===== config.mk =====
export PLATFORM = sky130hd
export DESIGN_NAME = alu_mul_seq
export DESIGN_NICKNAME = d
export VERILOG_FILES = /design/src/rtl/alu_mul_seq.sv
export SDC_FILE = /design/constraint.sdc
export NUM_CORES = 1
export LEC_CHECK = 0
export CAP_MARGIN = 0
export CORE_MARGIN = 3
export CORE_UTILIZATION = 52
export CTS_BUF_LIST = sky130_fd_sc_hd__clkbuf_8
export DETAILED_ROUTE_END_ITERATION = 10
export PLACE_DENSITY = 0.89
export SLEW_MARGIN = 20
export SYNTH_ARGS = -nofsm -noshare
export SYNTH_HDL_FRONTEND = slang
export SYNTH_SLANG_ARGS = --single-unit

===== constraint.sdc =====
create_clock -name clk -period 5.2 [get_ports clk]
set_input_delay 0.52 -clock clk [delete_from_list [all_inputs] [get_ports clk]]
set_output_delay 0.52 -clock clk [all_outputs]
set_load 0.005 [all_outputs]

===== src/rtl/alu_mul_seq.sv =====
// Shift-add multiply sequencer that also arbitrates one shared 16-bit ALU.
// CPU requests pass through while idle; a running multiply owns the ALU.
module alu_mul_seq #(
    parameter int DATA_W     = 16,
    parameter bit EARLY_EXIT = 1'b0
) (
    input  logic              clk,
    input  logic              rst_n,
    input  logic              MUL_START,
    input  logic [DATA_W-1:0] MUL_A,
    input  logic [DATA_W-1:0] MUL_B,
    output logic              MUL_BUSY,
    output logic              MUL_DONE,
    output logic [DATA_W-1:0] MUL_P,
    output logic              MUL_OVF,
    input  logic [DATA_W-1:0] EXT_DA,
    input  logic [DATA_W-1:0] EXT_DB,
    input  logic [2:0]        EXT_CTL,
    input  logic [3:0]        EXT_SHIFT,
    output logic              EXT_GNT,
    output logic [DATA_W-1:0] EXT_DC,
    output logic              EXT_OVF,
    output logic [DATA_W-1:0] ALU_DA,
    output logic [DATA_W-1:0] ALU_DB,
    output logic [2:0]        ALU_CTL,
    output logic [3:0]        ALU_SHIFT,
    input  logic [DATA_W-1:0] ALU_DC,
    input  logic              ALU_OverFlow
);

    typedef enum logic [1:0] {
        S_IDLE,
        S_SCAN,
        S_ADD,
        S_DONE
    } state_t;

    localparam logic [2:0] CTL_ADD = 3'b000;
    localparam logic [2:0] CTL_SLL = 3'b100;
    localparam logic [3:0] I_LAST  = 4'(DATA_W - 1);

    state_t            r_state;
    logic [DATA_W-1:0] r_a;
    logic [DATA_W-1:0] r_b;
    logic [DATA_W-1:0] r_acc;
    logic [DATA_W-1:0] r_tmp;
    logic [3:0]        r_i;
    logic              r_ovf;
    logic              r_busy;
    logic              r_done;
    logic [DATA_W-1:0] r_p;
    logic              r_povf;

    logic [DATA_W-1:0] w_hi;
    logic              w_last;
    logic              w_shout;
    logic              w_wrap;

    // Multiplier bits from the current index upward; bit 0 is the bit under test.
    assign w_hi    = r_b >> r_i;
    assign w_last  = (r_i == I_LAST)
                   || (EARLY_EXIT && (w_hi[DATA_W-1:1] == '0));
    assign w_shout = (r_i != 4'd0)
                   && ((r_a >> (DATA_W - int'(r_i))) != '0);
    assign w_wrap  = (ALU_DC < r_acc);

    assign MUL_BUSY = r_busy;
    assign MUL_DONE = r_done;
    assign MUL_P    = r_p;
    assign MUL_OVF  = r_povf;
    assign EXT_GNT  = !r_busy;
    assign EXT_DC   = ALU_DC;
    assign EXT_OVF  = ALU_OverFlow;

    always_comb begin
        ALU_DA    = EXT_DA;
        ALU_DB    = EXT_DB;
        ALU_CTL   = EXT_CTL;
        ALU_SHIFT = EXT_SHIFT;
        case (r_state)
            S_SCAN: begin
                ALU_DA    = r_a;
                ALU_DB    = '0;
                ALU_CTL   = CTL_SLL;
                ALU_SHIFT = r_i;
            end
            S_ADD: begin
                ALU_DA    = r_acc;
                ALU_DB    = r_tmp;
                ALU_CTL   = CTL_ADD;
                ALU_SHIFT = 4'd0;
            end
            default: ;
        endcase
    end

    always_ff @(posedge clk or negedge rst_n) begin
        if (!rst_n) begin
            r_state <= S_IDLE;
            r_a     <= '0;
            r_b     <= '0;
            r_acc   <= '0;
            r_tmp   <= '0;
            r_i     <= '0;
            r_ovf   <= 1'b0;
            r_busy  <= 1'b0;
            r_done  <= 1'b0;
            r_p     <= '0;
            r_povf  <= 1'b0;
        end else begin
            r_done <= 1'b0;
            unique case (r_state)
                S_IDLE, S_DONE: begin
                    if (MUL_START) begin
                        r_a     <= MUL_A;
                        r_b     <= MUL_B;
                        r_acc   <= '0;
                        r_i     <= '0;
                        r_ovf   <= 1'b0;
                        r_busy  <= 1'b1;
                        r_state <= S_SCAN;
                    end else begin
                        r_state <= S_IDLE;
                    end
                end
                S_SCAN: begin
                    if (w_hi[0]) begin
                        r_tmp   <= ALU_DC;
                        r_state <= S_ADD;
                        if (w_shout) r_ovf <= 1'b1;
                    end else if (w_last) begin
                        r_p     <= r_acc;
                        r_povf  <= r_ovf;
                        r_busy  <= 1'b0;
                        r_done  <= 1'b1;
                        r_state <= S_DONE;
                    end else begin
                        r_i <= r_i + 4'd1;
                    end
                end
                S_ADD: begin
                    // The sum lands in acc and, on the last bit, straight in P.
                    r_acc <= ALU_DC;
                    r_ovf <= r_ovf | w_wrap;
                    if (w_last) begin
                        r_p     <= ALU_DC;
                        r_povf  <= r_ovf | w_wrap;
                        r_busy  <= 1'b0;
                        r_done  <= 1'b1;
                        r_state <= S_DONE;
                    end else begin
                        r_i     <= r_i + 4'd1;
                        r_state <= S_SCAN;
                    end
                end
                default: r_state <= S_IDLE;
            endcase
        end
    end

endmodule

Yosys cells after proc, flatten, opt, wreduce, memory -nomap -nowiden. Index checks and enable logic that the tools add are counted.

Word-level logic and storage cells: 76. Flip-flop bits (word level): 90. Output and inout bits: 76. Input bits: 91.

Multiplexer cells: 34. Shift operators: 2. Eq/ne operators: 11. Order comparisons: 1. $add $sub $neg: 2. Reduce and logical (&&, ||, !) cells: 14. Bitwise operators: 1.

Operators with widths (number): case mux 16 bit (2 select lines) (4); two-way mux 16 bit (4); right shift 16 x 32 -> 16 bit (1); < comparator 16 bit (1); nonzero test 16 bit (1); right shift 16 x 4 -> 1 bit (1); two-way mux 1 bit (12); two-way mux 4 bit (3); != test 2 bit (second input constant) (6); case mux 4 bit (3 select lines) (1); case mux 4 bit (2 select lines) (1); AND reduction 2 bit (4); two-way mux 2 bit (3); case mux 1 bit (3 select lines) (2); case mux 2 bit (3 select lines) (1); case mux 3 bit (2 select lines) (1); subtractor 5 x 4 -> 6 bit (first input constant) (1); adder 4 x 1 -> 4 bit (second input constant) (1); equality test 2 bit (second input constant) (2); equality test 4 bit (second input constant) (1); case mux 1 bit (2 select lines) (2); AND reduction 4 bit (1); nonzero test 2 bit (2); nonzero test 4 bit (1); other kinds (8) (8).

Longest topological paths before layout. Gate-level depths: netlist of run 1.

Depth after elaboration: 7. Gate-level depth with buffers: 10. Depth with buffers taken out: 9.

Least setup slack after synthesis of run 1. Ideal clock, no wire load.

Kind: reg2reg. Start point: register r_i[0]. End point: register r_tmp[0]. Setup time: 127 ps. Arrival: 2092 ps. Path slack: 2980 ps. Required time: 5073 ps. Path buffers: 2. Stages on the path, launching flop included: 8. Period minus slack after synthesis: 2220 ps. Path through: dfrtp_1 -> buf_6 -> mux4_2 -> mux2_4 -> mux2i_4 -> or2_4 -> buf_6 -> mux2_1.

Cells in the longest elaborated chain, start to end: 2.

RTL lines: start: declaration (line 47) `logic [3:0] r_i;`; start signal: assignment (line 138) `r_i <= r_i + 4'd1;`; start signal: assignment (line 152) `r_i <= r_i + 4'd1;`; right shift 16 x 4 -> 1 bit (line 60) `assign w_hi = r_b >> r_i;`; AND reduction 2 bit (no source line); end signal: assignment (line 103) `r_tmp <= '0;`; end signal: assignment (line 128) `r_tmp <= ALU_DC;`; end: declaration (line 46) `logic [DATA_W-1:0] r_tmp;`.

No other way between the ends. A chain may end at the register's enable or synchronous reset.

Final worst setup path of run 1.
Start point: register r_state[1]. End point: output port ALU_SHIFT[1].

Cells in the longest elaborated chain, start to end: 2. Elaborated cells between the ends (all ways): 3. Those cells by class: eq/ne: 2; mux: 1.

RTL lines: start: declaration (line 42) `state_t r_state;`; start signal: assignment (line 99) `r_state <= S_IDLE;`; start signal: assignment (line 121) `r_state <= S_SCAN;`; start signal: assignment (line 123) `r_state <= S_IDLE;`; equality test 2 bit or equality test 2 x 1 -> 1 bit (tied branches) (line 80) `case (r_state)`; case mux 4 bit (2 select lines) * (line 80); end: declaration (line 26) `output logic [3:0] ALU_SHIFT,`.

Every way passes the cells marked *; elsewhere a longest branch is shown, timed or not.

==> impl_summary.md, run 1 <==
Logic synthesis
The fraction of the mapped netlist area in compound gates is 0.183. The count of cell types in the netlist is 52. The most used flip-flop cell after synthesis is dfrtp_1.

Ranked by instance count, the synthesized netlist is headed by dfrtp_1 (90), nand2_1 (41), mux2_2 (34), a21oi_1 (32), a22o_1 (32). The most common cell in the synthesized netlist is dfrtp_1. The post-synthesis sequential area ratio is 0.443.

The number of instances in the synthesized netlist is 483. The net count after synthesis is 593. The register bit total from synthesis is 90. During synthesis, Yosys emitted a total of 0 warnings. The proportion of synthesized flip-flops having asynchronous set or reset is 1.00.

By area the synthesized netlist is led by dfrtp_1 (44%), mux2_2 (7.5%), a22o_1 (5.5%). The synthesized design contains 0 enable-type register cells. After synthesis the cells add up to 0.00508 mm^2. The basic-gate share of the synthesized area counting and, or, nand and nor cells is 0.0803. After synthesis, the share of cell area in mux cells is 0.169.

The combinational family with the most area after synthesis is compound AO/OA/AOI/OAI gates. Of the total synthesized cell area, the portion taken by full adders, half adders and majority gates is 0.0468. The xor-xnor portion of the synthesized cell area is 0.00345. In this run the mean area of a mapped cell was 10.5 um^2. The cell accounting for the most synthesized area is dfrtp_1.

The share of the synthesized area in the top cell type is 0.443.

Placed design
Once placement finished, the instance area stood at 0.00663 mm^2. The routability congestion estimate from global placement is 0.788. The final HPWL from detailed placement is 10.3 mm. In this run the tool buffered the top-level ports with 164 buffer cells.

Drt
Before antenna repair, the detailed router went through 5 iterations. The iteration-0 DRC count of the detailed router is 274. Summing over every cut layer, the via total after detailed routing is 4354. The post-detailed-route count of antenna-violating nets is 0.

After detailed routing, the number of vias per cell comes to 5.82. The routed design has 13.9 mm of wire. In the routed design, unresolved DRC markers number 0. The average detailed-routed wire length per instance is 18.5 um.

Clocking
The number of clock buffers added by TritonCTS is 9. The library cell used as clock root buffer is clkbuf_8. TritonCTS built the clock tree. Clock-pin slew was measured on the worst setup and hold paths at 0.09 ns. The insertion delay of the later-clocked pin in the worst-skew pair is 0.36 ns. The number of levels in the clock H-tree is 3. No sink is reached through more buffers than the 2 on the longest clock path.

The number of setup buffers added after CTS is 0. The tree built by TritonCTS fans out to 90 sinks. The post-cts gate resize count is 0. The number of hold buffers added after CTS was 0.

Pwr
The switching power of the nets is 1340 uW. VDD sags by at most 258 uV. Of the total power, the clock network draws 0.128. The switching power share of the total is 0.392. The sequential share of power is 0.360. Cell internal power was estimated by the tool at 2090 uW. The areal power density over the cells is 503 mW/mm^2. The analysis attributes to cell leakage a power of 0.00276 uW. The share of total power dissipated in combinational logic is 0.513.

Critical path
The critical path endpoint category is an output pin. Tracing the worst setup path back leads to its startpoint at r_state[1]. The cell with the biggest individual delay on the critical path is ha_1. For flop-to-flop paths, the worst setup slack is 2.30 ns. The cell occurring most often along the worst timing path is inv_1. On the worst path, the slowest cell contributes a delay of 0.73 ns. At the worst endpoint, the required time is 4.68 ns. The worst setup path category is flop to output pin. The kind of cell with the highest combined delay along the critical path is buffers and inverters. Counting both buffers and inverters, the worst setup path holds a total of 3.

The number of cells on the worst reg-to-reg path is 6. The maximum fanout along the worst path is 26. Traced cell by cell, the critical path runs through inv_1 > ha_1 > inv_1 > o31ai_1 > clkdlybuf4s50_1. The capture instance of the worst register-to-register path is MUL_P[15]. The critical path arrival is 2.82 ns. In this run the critical register-to-register path is launched from r_i[0]. The startpoint type of the worst setup path is a flop.

Final layout
The proportion of layout cells with a drive suffix above 1 is 0.111. The number of nets in the finished design is 724. The number of antenna diodes in the final layout is 0. The layout has 689 filler cells.

Measured on the finished design, the core utilization comes to 0.727. The summed area of non-filler cells in the final layout is 0.00681 mm^2. Relative to the synthesized area, the layout overhead comes to 34.1%.

Timing
The normalized max-slew margin is 0.417. For the final database, setup skew stands at 0.0106 ns. The tightest hold path in the finished design has a slack of 0.218 ns. Setup total negative slack on the finished layout was measured at 0 ns. In the finished design, the share of the clock period the worst path needs comes to 0.642. The final hold violation count is 0.

For the pin with the worst max-slew slack, the measured transition is 0.874 ns. Setup violations remaining at the end of the flow were counted as 0. The max-slew violation count is 0. Based on the critical path, the design can be clocked at up to 300 MHz.

The minimum period implied by the final worst setup slack is 3.34 ns. Setup repair after global routing left no endpoint under its margin.

Run status
The run finished with clean final reports.

Min path
The type of the tightest min-delay check is input pin to asynchronous set/reset pin.

GRT
The aggregate global-route resource usage is 0.250. The first-pass GRT wire length is 22.3 mm. The number of antenna violations at the first check in global routing came to 0. Entering global routing, the biggest net connects 91 pins.

The number of global-route vias before repair is 4428. The overflow left after global routing is 0.

Floorplanning
The die is 105 um tall. The number of placed I/O pins is 167. The row count is 35. The die is 105 um wide. The initial standard-cell utilization of the core is 0.542. The floorplan step defined a core boundary enclosing 0.00937 mm^2.

The floorplan die area is 0.0110 mm^2.

Flow run
The max-capacitance violation count is 0.
[through the flow]
step / power [uW] / setup slack (ns) / instances
floorplan: 2310 / 2.98 / 483
global placement: 2890 / 2.26 / 732
detailed placement: 2990 / 2.21 / 732
CTS: 3440 / 1.86 / 748
global route: 3670 / 1.69 / 748
finish: 3430 / 1.86 / 748
[cells in the final DEF, fill, tap and decap left out, drive strengths merged, types with 2 or more instances in the layout]
| cell | n |
|---|---|
| a31oi | 3 |
| clkbuf | 9 |
| o21ai | 29 |
| a22o | 32 |
| dfrtp | 90 |
| a221oi | 2 |
| a211oi | 2 |
| a21oi | 34 |
| nand2 | 41 |
| nand2b | 4 |
| clkdlybuf4s50 | 163 |
| mux2i | 18 |
| nor3 | 4 |
| or2 | 2 |
| o31ai | 2 |
| ha | 19 |
| nand3 | 4 |
| clkinv | 4 |
| buf | 5 |
| mux4 | 4 |
| a22oi | 18 |
| nor4 | 2 |
| inv | 27 |
| a32oi | 2 |
| and2 | 4 |
| xnor2 | 2 |
| nand4 | 4 |
| mux2 | 51 |
| nor2 | 23 |
| nor2b | 2 |
[power groups by stage]
| stage | clock (uW) | combinational (uW) | sequential [uW] |
|---|---|---|---|
| after CTS | 447 | 1760 | 1220 |
| after floorplan | 0 | 1190 | 1120 |
| after detailed placement | 0 | 1750 | 1240 |
| after global routing | 480 | 1920 | 1270 |
| final | 437 | 1760 | 1230 |
| after global placement | 0 | 1670 | 1220 |
[worst register-to-register path: cells and delay by family, from the launching register on]
family | cells | cell delay [ns]
flops | 1 | 0.72
simple gates | 2 | 0.33
compound gates | 2 | 0.85
mux | 2 | 0.92
[how the worst max path moves through the flow]
stage                         to  slack [ns]  depth (start not counted)
global placement           r_ovf        2.26                          8
floorplan               r_tmp[0]        2.98                          7
detailed placement         r_ovf        2.21                          8
global route        ALU_SHIFT[1]        1.69                          5
CTS                 ALU_SHIFT[1]        1.86                          5
finish              ALU_SHIFT[1]        1.86                          5
[sequential cells by signal (all words and copies together), names as in the netlist]
signal,cells
r_ovf,1
r_a,16
r_tmp,16
MUL_BUSY,1
r_i,4
MUL_P,16
MUL_DONE,1
MUL_OVF,1
r_b,16
r_acc,16
r_state,2
[layout make-up]
class                      instances  area (um^2)  area share
multi-input combinational        320         2460       0.361
timing repair buffer             168         1670       0.246
clock inverter                     7         52.6     0.00771
inverter                          25         93.8      0.0138
sequential                        90         2250       0.331
clock buffer                       9          124      0.0182
tap                              129          161      0.0237
[per-layer routing]
metal,track usage,share of wire,up-vias
met3,0.0642,0.084,17
met1,0.313,0.41,2123
met2,0.431,0.50,217
met5,0,0,-
li1,-,-,1997
met4,0.0665,0.012,0
[logic make-up after synthesis]
group           after synthesis
flops                        90
fa+ha+maj                    19
xor+xnor                      2
simple gates                 92
buf+inv                      73
compound gates              134
mux                          73
(Power assumes the default switching activity.)
==> run 2: changes to the inputs <==
--- a/config.mk
+++ b/config.mk
@@ -7,10 +7,10 @@
 export LEC_CHECK = 0
 export CAP_MARGIN = 0
 export CORE_MARGIN = 3
-export CORE_UTILIZATION = 52
+export CORE_UTILIZATION = 48
 export CTS_BUF_LIST = sky130_fd_sc_hd__clkbuf_8
 export DETAILED_ROUTE_END_ITERATION = 10
-export PLACE_DENSITY = 0.89
+export PLACE_DENSITY = 0.83
 export SLEW_MARGIN = 20
 export SYNTH_ARGS = -nofsm -noshare
 export SYNTH_HDL_FRONTEND = slang
==> constraint.sdc (replaced) <==
create_clock -name clk -period 3.38 [get_ports clk]
set_input_delay 0.338 -clock clk [delete_from_list [all_inputs] [get_ports clk]]
set_output_delay 0.338 -clock clk [all_outputs]
set_load 0.005 [all_outputs]
==> run 2 against run 1 <==
Count of clock-buffer cells in the layout unchanged. Final cell count increased by 1.6%. Clock skew increased by 0.0048 ns. Sequential share of layout area decreased by 0.53 points. Wire length increased by 1.8%. Largest cell class unchanged.
==> impl_summary.md, run 2 (synthesis gave the netlist of run 1 again) <==
Floorplanning
The floorplan core area is 0.0100 mm^2 (+7.2%). The number of placed I/O pins is 167 (unchanged). The height of the die was 109 um (+3.8%). The initial standard-cell utilization of the core is 0.506 (-0.0363). The row count is 36 (+2.9%). The floorplan die area is 0.0119 mm^2 (+7.8%).

The width of the die is 109 um (+3.8%).

Flow run
The max-capacitance violation count is 0 (unchanged).

Critical path
The startpoint type of the worst setup path is a flop. The critical path arrival was 2.39 ns (-0.43 ns). The critical path endpoint category is an output pin. The required time of the worst setup path came to 3.04 ns (-1.64 ns). The most critical setup path has its startpoint at r_state[0]. The worst register-to-register path begins at r_i[0]. The maximum fanout along the worst path came to 17 (-35%). The critical path is of the flop to output pin type.

Timing
The final hold violation count is 0 (unchanged). Setup repair after global routing left no endpoint under its margin. The total setup violations reported at the end of the flow was 0 (unchanged). The clock skew came to 0.0154 ns (+0.00483 ns).

The post-route fraction of the period consumed by the critical path is 0.808. The normalized max-slew margin is 0.455 (+0.0382). The final-layout setup total negative slack came to 0 ns (unchanged).

The upper clock frequency limit is 366 MHz. The max-slew violation count was 0 (unchanged). The routed design could run at a clock period as short as 2.73 ns. The measured slew at the worst slew-check pin came to 0.817 ns (-0.0573 ns).

GRT
The overflow left after global routing was 0 (unchanged). The largest net degree at the start of global routing is 91 (unchanged). The first-pass GRT wire length came to 22.9 mm (+2.6%).

The number of global-route vias before repair is 4618 (+4.3%). The aggregate global-route resource usage is 0.245 (-0.00534). The number of antenna violations at the first check in global routing is 0 (unchanged).

Pwr
The share of power burned in the clock network came to 0.153 (+0.025). The power after layout is 5480 uW (+60%). The switching power share of the total is 0.380 (-0.0115).

The share of power burned in combinational logic was 0.500 (-0.013). The sequential share of power is 0.347 (-0.013). The maximum ir drop on the vdd rail is 439 uV (+70%).

The static leakage power is 0.00283 uW (+2.4%). The switching power of the nets is 2080 uW (+55%). The areal power density over the cells came to 791 mW/mm^2 (+57%). The internal power summed over all cells is 3400 uW (+63%).

Drt
The wire length after detailed routing is 14.1 mm (+1.8%). The iteration-0 DRC count of the detailed router is 307 (+12%). The via density per instance is 5.83 (+0.12%). The average detailed-routed wire length per instance was 18.6 um (+0.18%). The total iterations of the first detailed-routing run is 6 (+1). The via count came to 4429 (+1.7%). The post-detailed-route count of antenna-violating nets is 0 (unchanged). The residual DRC count is 0 (unchanged).

Clocking
The number of levels in the clock H-tree is 3 (unchanged). The total of hold buffers inserted after clock tree synthesis is 0 (unchanged). The clock transition time at the flip-flop clock pins of the worst setup and hold paths is 0.09 ns (about the same).

The insertion delay of the later-clocked pin in the worst-skew pair is 0.37 ns (about the same). The number of clock sinks came to 90 (unchanged). The post-cts gate resize count is 0 (unchanged). The buffer count from post-CTS setup fixing is 0 (unchanged). The number of buffers on the longest clock path was 2 (unchanged).

The number of buffers created by CTS is 9 (unchanged). The library cell used as clock root buffer is clkbuf_8. TritonCTS built the clock tree.

Run status
The flow ran to the end, and the final reports show no timing, DRC or antenna violations.

Final layout
The proportion of layout cells with a drive suffix above 1 is 0.121 (+0.00974). The number of inserted filler cells in the final layout is 731 (+6.1%). The library cell used most frequently in the layout, excluding fill and tap cells, is clkdlybuf4s50_1. The relative area change from synthesis to final layout is 36.3%. The final antenna diode count was 0 (unchanged).

The number of nets in the finished design is 732 (+1.1%). The library cells used most frequently in the layout, excluding fill and tap cells, are clkdlybuf4s50_1 (163), dfrtp_1 (90), nand2_1 (41), mux2_2 (34).

Placed design
The routability congestion estimate from global placement was 0.854 (+8.4%). The port buffer count came to 164 (unchanged). The final HPWL from detailed placement is 10.6 mm (+2.9%).

Min path
The path class of the tightest hold or removal check is input pin to asynchronous set/reset pin.
## run 2: cell types whose count changed in the layout (fill, tap and decap cells not counted)
| cell | previous run | this run |
|---|---|---|
| buf_4 | 4 | 12 |
| bufinv_16 | 0 | 2 |
| clkinv_2 | 2 | 1 |
| clkinv_4 | 2 | 1 |
| clkinvlp_4 | 1 | 0 |
| inv_6 | 2 | 3 |
| nor2_1 | 22 | 23 |
| nor2_2 | 1 | 0 |
## run 2: path summary, 6_finish.rpt
kind | to | slack (ns) | depth (start not counted)
max | ALU_DB[7] | 0.65 | 7
min | r_tmp[2] | 0.006 | 1
max reg2reg | r_ovf | 0.69 | 9
min reg2reg | r_tmp[7] | 0.50 | 1
max in group asynchronous | r_i[2] | 2.78 | 1
min in group clk | r_tmp[7] | 0.50 | 1
## run 2: through the flow
stage          hold slack [ns]  std cells  worst slack, ns   util  cell area [um^2]
6_report               0.00617        760            0.648  0.689              6920
4_1_cts                  0.224        760            0.628  0.689              6920
3_3_place_gp             0.475        744            0.611  0.667              6700
2_1_floorplan           0.0424        483             1.16      -              5080
5_1_grt                 0.0795        760            0.330  0.689              6920
3_5_place_dp             0.483        744            0.559  0.667              6700
## run 2: critical path, stage by stage (launching register included)
cell and delay, ns:
dfrtp_1 0.40, inv_1 0.08, ha_2 0.35, inv_1 0.15, nor2_1 0.11, buf_4 0.24
a22o_1 0.20, clkdlybuf4s50_1 0.50
## run 2: cell type report
cell class	instances	area, um^2	area share
multi-input combinational	320	2450	0.355
sequential	90	2250	0.325
timing repair buffer	176	1730	0.250
tap	133	166	0.0240
clock buffer	9	124	0.0179
clock inverter	7	100	0.0145
inverter	25	93.8	0.0136
## run 2: power groups by stage
stage	logic [uW]	clock network (uW)	registers [uW]
floorplan	1830	0	1730
CTS	2750	846	1890
global route	3010	900	1950
global placement	2620	0	1880
finish	2740	837	1900
detailed placement	2720	0	1920
## run 2: per-layer routing
layer / up-vias / track usage / share of wire
met3: 33 / 0.0651 / 0.10
met5: - / 0 / 0
met1: 2142 / 0.305 / 0.40
met2: 246 / 0.423 / 0.48
li1: 2008 / - / -
met4: 0 / 0.0631 / 0.018
